File: src/rtl/led_pkg.sv
// Shared types and helpers for the LED pattern generator.
package led_pkg;

    typedef enum logic [1:0] {
        BLINK   = 2'b00,
        CHASE   = 2'b01,
        BOUNCE  = 2'b10,
        BREATHE = 2'b11
    } mode_e;

    // Tick period in clock cycles; shifting the divider down to zero floors at one cycle.
    function automatic int unsigned tick_period(input int unsigned div, input logic [1:0] speed);
        int unsigned p;
        p = div >> speed;
        return (p == 32'd0) ? 32'd1 : p;
    endfunction

endpackage

File: src/rtl/led_pattern_gen_tick_prescaler.sv
// Step-rate prescaler: one-cycle tick every tick_period(TICK_DIV, speed) enabled cycles.
module tick_prescaler
    import led_pkg::*;
#(
    parameter int TICK_DIV = 25_000_000
) (
    input  logic       clk,
    input  logic       nrst,
    input  logic       en,
    input  logic       clr,
    input  logic [1:0] speed,
    output logic       tick
);
    localparam int CNT_W = (TICK_DIV > 1) ? $clog2(TICK_DIV) : 1;

    logic [CNT_W-1:0] count;
    logic [CNT_W-1:0] last;

    assign last = CNT_W'(tick_period(TICK_DIV, speed) - 32'd1);

    // >= lets a speed-up past the current count wrap on the very next enabled cycle
    assign tick = nrst & en & ~clr & (count >= last);

    always_ff @(posedge clk) begin
        if (!nrst) begin
            count <= '0;
        end else if (clr) begin
            count <= '0;
        end else if (en) begin
            count <= tick ? '0 : count + 1'b1;
        end
    end

endmodule

File: src/rtl/led_pattern_gen.sv
// LED pattern generator: blink / chase / bounce / breathe, stepped by tick_prescaler.
//   mode    | meaning
//   BLINK   | all LEDs toggle each tick
//   CHASE   | one-hot rotates left each tick
//   BOUNCE  | one-hot sweeps up then down, ends lit for one tick
//   BREATHE | PWM duty ramps 0..2^PWM_W..0, one level per tick
module led_pattern_gen
    import led_pkg::*;
#(
    parameter int N_LED    = 8,
    parameter int TICK_DIV = 25_000_000,
    parameter int PWM_W    = 4
) (
    input  logic             clk,
    input  logic             nrst,
    input  logic             en,
    input  logic [1:0]       mode,
    input  logic [1:0]       speed,
    output logic [N_LED-1:0] led,
    output logic             tick
);
    localparam logic [PWM_W:0]   DUTY_MAX = {1'b1, {PWM_W{1'b0}}};
    localparam logic [N_LED-1:0] POS_INIT = {{(N_LED-1){1'b0}}, 1'b1};

    mode_e            mode_in;
    mode_e            mode_q;
    logic             mode_chg;
    logic             blink_q, blink_d;
    logic [N_LED-1:0] pos_q, pos_d;
    logic             dir_up_q, dir_up_d;
    logic [PWM_W:0]   duty_q, duty_d;
    logic             duty_up_q, duty_up_d;
    logic [PWM_W-1:0] pwm_cnt;
    logic             pwm_on;
    logic [N_LED-1:0] led_d;

    assign mode_in  = mode_e'(mode);
    assign mode_chg = (mode_in != mode_q);

    tick_prescaler #(
        .TICK_DIV(TICK_DIV)
    ) u_prescaler (
        .clk  (clk),
        .nrst (nrst),
        .en   (en),
        .clr  (mode_chg),
        .speed(speed),
        .tick (tick)
    );

    always_comb begin
        blink_d   = blink_q;
        pos_d     = pos_q;
        dir_up_d  = dir_up_q;
        duty_d    = duty_q;
        duty_up_d = duty_up_q;
        // a mode change discards any coincident step (tick is already gated by clr)
        if (mode_chg) begin
            blink_d   = 1'b0;
            pos_d     = POS_INIT;
            dir_up_d  = 1'b1;
            duty_d    = '0;
            duty_up_d = 1'b1;
        end else if (tick) begin
            case (mode_q)
                BLINK: blink_d = ~blink_q;
                CHASE: pos_d = {pos_q[N_LED-2:0], pos_q[N_LED-1]};
                BOUNCE: begin
                    if (dir_up_q) begin
                        pos_d = pos_q << 1;
                        if (pos_q[N_LED-2]) dir_up_d = 1'b0;
                    end else begin
                        pos_d = pos_q >> 1;
                        if (pos_q[1]) dir_up_d = 1'b1;
                    end
                end
                BREATHE: begin
                    if (duty_up_q) begin
                        duty_d = duty_q + 1'b1;
                        if (duty_q == DUTY_MAX - 1'b1) duty_up_d = 1'b0;
                    end else begin
                        duty_d = duty_q - 1'b1;
                        if (duty_q == {{PWM_W{1'b0}}, 1'b1}) duty_up_d = 1'b1;
                    end
                end
            endcase
        end
    end

    always_comb begin
        pwm_on = ({1'b0, pwm_cnt} < duty_d);
        led_d  = '0;
        case (mode_in)
            BLINK:         led_d = {N_LED{blink_d}};
            CHASE, BOUNCE: led_d = pos_d;
            BREATHE:       led_d = {N_LED{pwm_on}};
        endcase
    end

    always_ff @(posedge clk) begin
        if (!nrst) begin
            mode_q    <= mode_in;
            blink_q   <= 1'b0;
            pos_q     <= POS_INIT;
            dir_up_q  <= 1'b1;
            duty_q    <= '0;
            duty_up_q <= 1'b1;
            pwm_cnt   <= '0;
            led       <= '0;
        end else begin
            mode_q    <= mode_in;
            blink_q   <= blink_d;
            pos_q     <= pos_d;
            dir_up_q  <= dir_up_d;
            duty_q    <= duty_d;
            duty_up_q <= duty_up_d;
            if (en) pwm_cnt <= pwm_cnt + 1'b1;
            if (en || mode_chg) led <= led_d;
        end
    end

endmodule
File: config.mk
export PLATFORM = sky130hd
export DESIGN_NAME = led_pattern_gen
export DESIGN_NICKNAME = d
export VERILOG_FILES = /design/src/rtl/led_pkg.sv /design/src/rtl/led_pattern_gen_tick_prescaler.sv /design/src/rtl/led_pattern_gen.sv
export SDC_FILE = /design/constraint.sdc
export NUM_CORES = 1
export LEC_CHECK = 0
export CORE_UTILIZATION = 65
export DETAILED_ROUTE_END_ITERATION = 8
export PLACE_DENSITY = 0.95
export SYNTH_ARGS = -nofsm -noshare
export SYNTH_HDL_FRONTEND = slang
export SYNTH_SLANG_ARGS = --single-unit
export TNS_END_PERCENT = 5
File: constraint.sdc
create_clock -name clk -period 13.3 [get_ports clk]
set_clock_uncertainty 0.2 [all_clocks]
set_input_delay 3.99 -clock clk [delete_from_list [all_inputs] [get_ports clk]]
set_output_delay 3.99 -clock clk [all_outputs]
set_load 0.005 [all_outputs]
# Word-level counts from Yosys, hierarchy flattened
# Index checks and enable logic that the tools add are counted.
# word_totals
regBits	55
inputBits	7
wordCells	60
# classes
addsub	5
magnitude_cmp	2
eq_ne	9
shifts	1
mux	20
n_bitwise	6
reduce_logical	8
# op_table
cell	count
$mux W25	2
$logic_not A32 Y1	1
$shr A25 B2 Y32 const A	1
$add A25 B1 Y25 const B	1
$ge A25 B25 Y1	1
$sub A25 B1 Y25 const B	1
$mux W8	3
$pmux W8 S3	1
$mux W5	4
$pmux W8 S2	1
$mux W1	9
$eq A2 B2 Y1 const B	4
$add A5 B1 Y5 const B	1
$eq A5 B1 Y1 const B	1
$eq A5 B4 Y1 const B	1
$lt A4 B5 Y1	1
$sub A5 B1 Y5 const B	1
$add A4 B1 Y4 const B	1
$eq A2 B1 Y1 const B	2
$logic_not A2 Y1	2
$reduce_and A2 Y1	2
$reduce_or A2 Y1	2
$and A1 B1 Y1	3
$not A1 Y1	3
2 further kinds	2

# Logic depth before layout (Yosys ltp)
# depth
word_depth	10
ltp_mapped	18

# By module
# Synthesis repeated with hierarchy kept, for this count alone.
# hier_totals
hier_cells	361
hier_area_um2	3395.8
# by_module_without_submodules
module	n_inst	cells_each	area_per_inst_um2
tick_prescaler	1	197	1833.0
led_pattern_gen	1	164	1562.7

# Worst setup path after synthesis
# Ideal clock, no wire load.
# synth_path
kind	in2out
startpoint	in speed[0]
endpoint	out tick
arrival_ns	5.616
required_time_ns	9.110
path_slack_ns	3.494
stages	9
n_path_buf	1
path_cell_list	inv_1 > nor2_1 > ha_1 > and3_1 > and3_1 > a41oi_1 > nand4_1 > and2_1 > buf_2
# synth_via
elab_chain_len	6
# synth_rtl
item	line_no	text
from (decl)	led_pattern_gen.sv:18	input logic [1:0] speed,
$shr A25 B2 Y32 (*)	led_pkg.sv:14	p = div >> speed;
$logic_not A32 Y1	led_pkg.sv:15	return (p == 32'd0) ? 32'd1 : p;
$mux W25 (*)	led_pkg.sv:15	
$sub A25 B1 Y25 (*)	led_pattern_gen_tick_prescaler.sv:19	assign last = CNT_W'(tick_period(TICK_DIV, speed) - 32'd1);
$ge A25 B25 Y1 (*)	led_pattern_gen_tick_prescaler.sv:22	assign tick = nrst & en & ~clr & (count >= last);
$and A1 B1 Y1 (*)	led_pattern_gen_tick_prescaler.sv:22	
to (decl)	led_pattern_gen.sv:20	output logic tick
# Every way passes the cells marked *; elsewhere a longest branch is shown, timed or not.

# Worst setup path after layout
# Same ends and word-level chain as after synthesis.

==> metrics <==
post-place instance area 3600 sq um; # IOs 16; Via density 6.24; Non-Filler Cell Area, Final 3700 sq um; fraction of the mapped netlist area in compound gates 16.8%; Max clock buf depth 2; termination of the worst setup path tick; launching element type of the critical path input pin; Achievable Freq 85.6 MHz; Pwr Density 80.9 nW/um^2; most frequent standard cell in the layout excluding fill and tap cells sky130_fd_sc_hd__dfxtp_1; part of the power in the clock network 33.6%; count of hold buffers inserted by post-cts repair 0; synthesized area per cell 8.38 sq um; post-synthesis sequential area ratio 32.2%; Hold Path Depth 2; Post-Route WL 7600 microns; leakage power 1.49 nW; basic-gate share of the synthesized area counting and, or, nand and nor cells 23.6%; DR WL/cell 15.5 microns; die width 74.5 microns; deepest level of the CTS H-tree 2; TritonCTS clock tree built; start point of the critical path speed[0]; worst reg2reg setup slack 9.05 ns; R2R depth 15; portion of total power attributed to combinational logic 9.9%; count of buffers added by post-CTS timing repair for setup 0; number of antenna violations at the first check in global routing 0; reg2reg end led[5]$_SDFFE_PN0P_; Fin. Hold Viols 0; total global routing overflow 0; Net Sw Frac 24.4%; Setup Total Neg Slack 0 ns; area share of fa/ha/maj cells after synthesis 12.4%; ys flop type sky130_fd_sc_hd__dfxtp_1; GR Util All Layers 29.1%; Ant. Diodes 0; die outline height 74.5 microns; largest family of logic cells by synthesized area simple AND/OR/NAND/NOR gates; Mapped Cells 408; Post-DRT Antenna Nets 0; multiplexer share of the synthesized area 1.98%; number of enable-type register cells in the synthesized netlist 0; xor and xnor fraction of the mapped netlist area 8.96%; maximum VDD drop 0.0401 mV; critical path data arrival time 7.49 ns; relative slew slack 41.3%; shortest period the worst path allows 11.68 ns; Post-CTS Resized 0; type of the tightest min-delay check reg2reg; Final Wtd Congestion 0.888; clock input transition at the sequential cells of the worst setup and hold paths 0.09 ns; wire length of the first global-routing pass 12500 microns; most used cells in the layout excluding fill and tap cells 55 x sky130_fd_sc_hd__dfxtp_1, 49 x sky130_fd_sc_hd__nor2_1, 34 x sky130_fd_sc_hd__ha_1; proportion of register bits with asynchronous set or reset after synthesis 0%; total power draw 0.300 mW; Data required, critical path 9.11 ns; maximum fanout count along the critical path 15; flip-flop and latch count after synthesis 55; Port Buffers 15; maximum number of pins on one net before global-route repair 24; number of synthesis warnings 0; via count of the routed design 3052; Switching Power 0.0732 mW; HPWL after DPL 5450 microns; result of the run complete, no violations; pin slew with the least headroom to its limit 0.880 ns; Starting Density 67.4%; post-synth cell types 56; Max-cap violations 0; netlist area before placement 3420 sq um; number of remaining DRC errors 0; CTS root buf sky130_fd_sc_hd__clkbuf_8; via count of the first global-routing pass 2790; Final nets 459; Sink Count 55; Setup Viol. Count Final 0; Die Outline Area 5550 sq um; internal power component 0.227 mW; endpoint type of the worst setup path output pin; critical register-to-register path startpoint u_prescaler.count[12]$_SDFFE_PP0P_; share of the clock period used by the worst path after layout 87.8%; setup repair after global routing missed its margin no; share of power burned in registers 56.5%; number of CTS-inserted buffers 5; Skew-Pair Late Insertion Delay 0.31 ns; detailed-routing iteration count for the pre-antenna-repair pass 5; count of pins over their slew limit 0; Row Count 26; Worst Setup Path Type in2out; violation count after the first detailed-routing iteration 252; area growth from synthesis to layout 8.34%; share of cells above drive strength 1 4.30%; total of fill cells in the finished design 362; area of the placeable core 5070 sq um
cells by family after synthesis:
group,after synthesis
xor+xnor,35
flops,55
mux,6
fa+ha+maj,34
compound gates,81
simple gates,162
buf+inv,33
other cells,2
flip-flops by register name (all words and copies together), names as in the netlist:
register and flops:
u_prescaler.count 25, duty_q 5, duty_up_q 1, led 8, dir_up_q 1, mode_q 2, pos_q 8, pwm_cnt 4
blink_q 1
worst max-delay path, cell delays in order:
cell and delay (ns):
sky130_fd_sc_hd__clkdlybuf4s50_1 0.60, sky130_fd_sc_hd__inv_1 0.10, sky130_fd_sc_hd__nor2_1 0.28, sky130_fd_sc_hd__ha_1 0.34
sky130_fd_sc_hd__and3_1 0.18, sky130_fd_sc_hd__a221oi_1 0.32, sky130_fd_sc_hd__or3_1 0.22, sky130_fd_sc_hd__nand4_1 0.54
sky130_fd_sc_hd__and2_1 0.43, sky130_fd_sc_hd__clkdlybuf4s50_1 0.49
layout make-up:
type / count / area, sq um / share of cell area, %
Multi-Input combinational cell: 322 / 2190 / 59.2
Sequential cell: 55 / 1100 / 29.7
Timing Repair Buffer: 15 / 150 / 4.05
Clock buffer: 8 / 100 / 2.70
Tap cell: 70 / 87.6 / 2.36
Inverter: 19 / 71.3 / 1.93
metal layers:
| layer | GRT usage (%) | part of all wire [%] | up-vias |
|---|---|---|---|
| met3 | 5.28 | 4.5 | 29 |
| met2 | 46.9 | 48 | 101 |
| met4 | 15.1 | 3.4 | 0 |
| met1 | 37.1 | 44 | 1445 |
| met5 | 0 | 0 | - |
| li1 | - | - | 1477 |
power by group through the flow:
stage                     clock network [mW]  registers (mW)  logic, mW
after floorplan                            0           0.173     0.0192
after global placement                     0           0.173     0.0276
after detailed placement                   0           0.173     0.0288
after CTS                              0.102           0.169     0.0293
after global routing                   0.111           0.170     0.0329
final                                  0.101           0.169     0.0297
cell usage after synthesis (all sizes together) (6+ instances only):
| library cell | number | area (sq um) |
|---|---|---|
| dfxtp | 55 | 1100 |
| nor2 | 50 | 190 |
| ha | 34 | 425 |
| nand2 | 29 | 109 |
| nand3 | 22 | 110 |
| o21ai | 22 | 110 |
| xor2 | 22 | 193 |
| inv | 19 | 71.3 |
| and3 | 16 | 100 |
| xnor2 | 13 | 114 |
| a21oi | 11 | 55.1 |
| nand4 | 10 | 62.6 |
| a41oi | 9 | 86.3 |
| a21o | 8 | 60.1 |
| nor3 | 8 | 40.0 |
| a22oi | 7 | 52.6 |
| buf | 7 | 33.8 |
| clkbuf | 7 | 26.3 |
| and4 | 6 | 52.6 |
through the flow:
stage / util [%] / cells / hold WS (ns) / worst slack (ns)
global route: 73.0 / 489 / 0.374 / 1.37
global placement: 71.0 / 481 / 0.301 / 1.90
detailed placement: 71.0 / 481 / 0.320 / 1.76
floorplan: - / 410 / 0.283 / 3.49
CTS: 73.0 / 489 / 0.347 / 1.66
finish: 73.0 / 489 / 0.353 / 1.62
worst min-delay path by stage:
stage | startpoint | end | slack (ns)
floorplan | pwm_cnt[3]$_SDFFE_PN0P_ | pwm_cnt[3]$_SDFFE_PN0P_ | 0.28
global placement | pwm_cnt[3]$_SDFFE_PN0P_ | pwm_cnt[3]$_SDFFE_PN0P_ | 0.30
detailed placement | blink_q$_SDFF_PN0_ | blink_q$_SDFF_PN0_ | 0.32
CTS | blink_q$_SDFF_PN0_ | blink_q$_SDFF_PN0_ | 0.35
global route | u_prescaler.count[24]$_SDFFE_PP0P_ | u_prescaler.count[24]$_SDFFE_PP0P_ | 0.37
finish | u_prescaler.count[0]$_SDFFE_PP0P_ | u_prescaler.count[0]$_SDFFE_PP0P_ | 0.35
No activity file was read; power rests on OpenSTA's default activity.
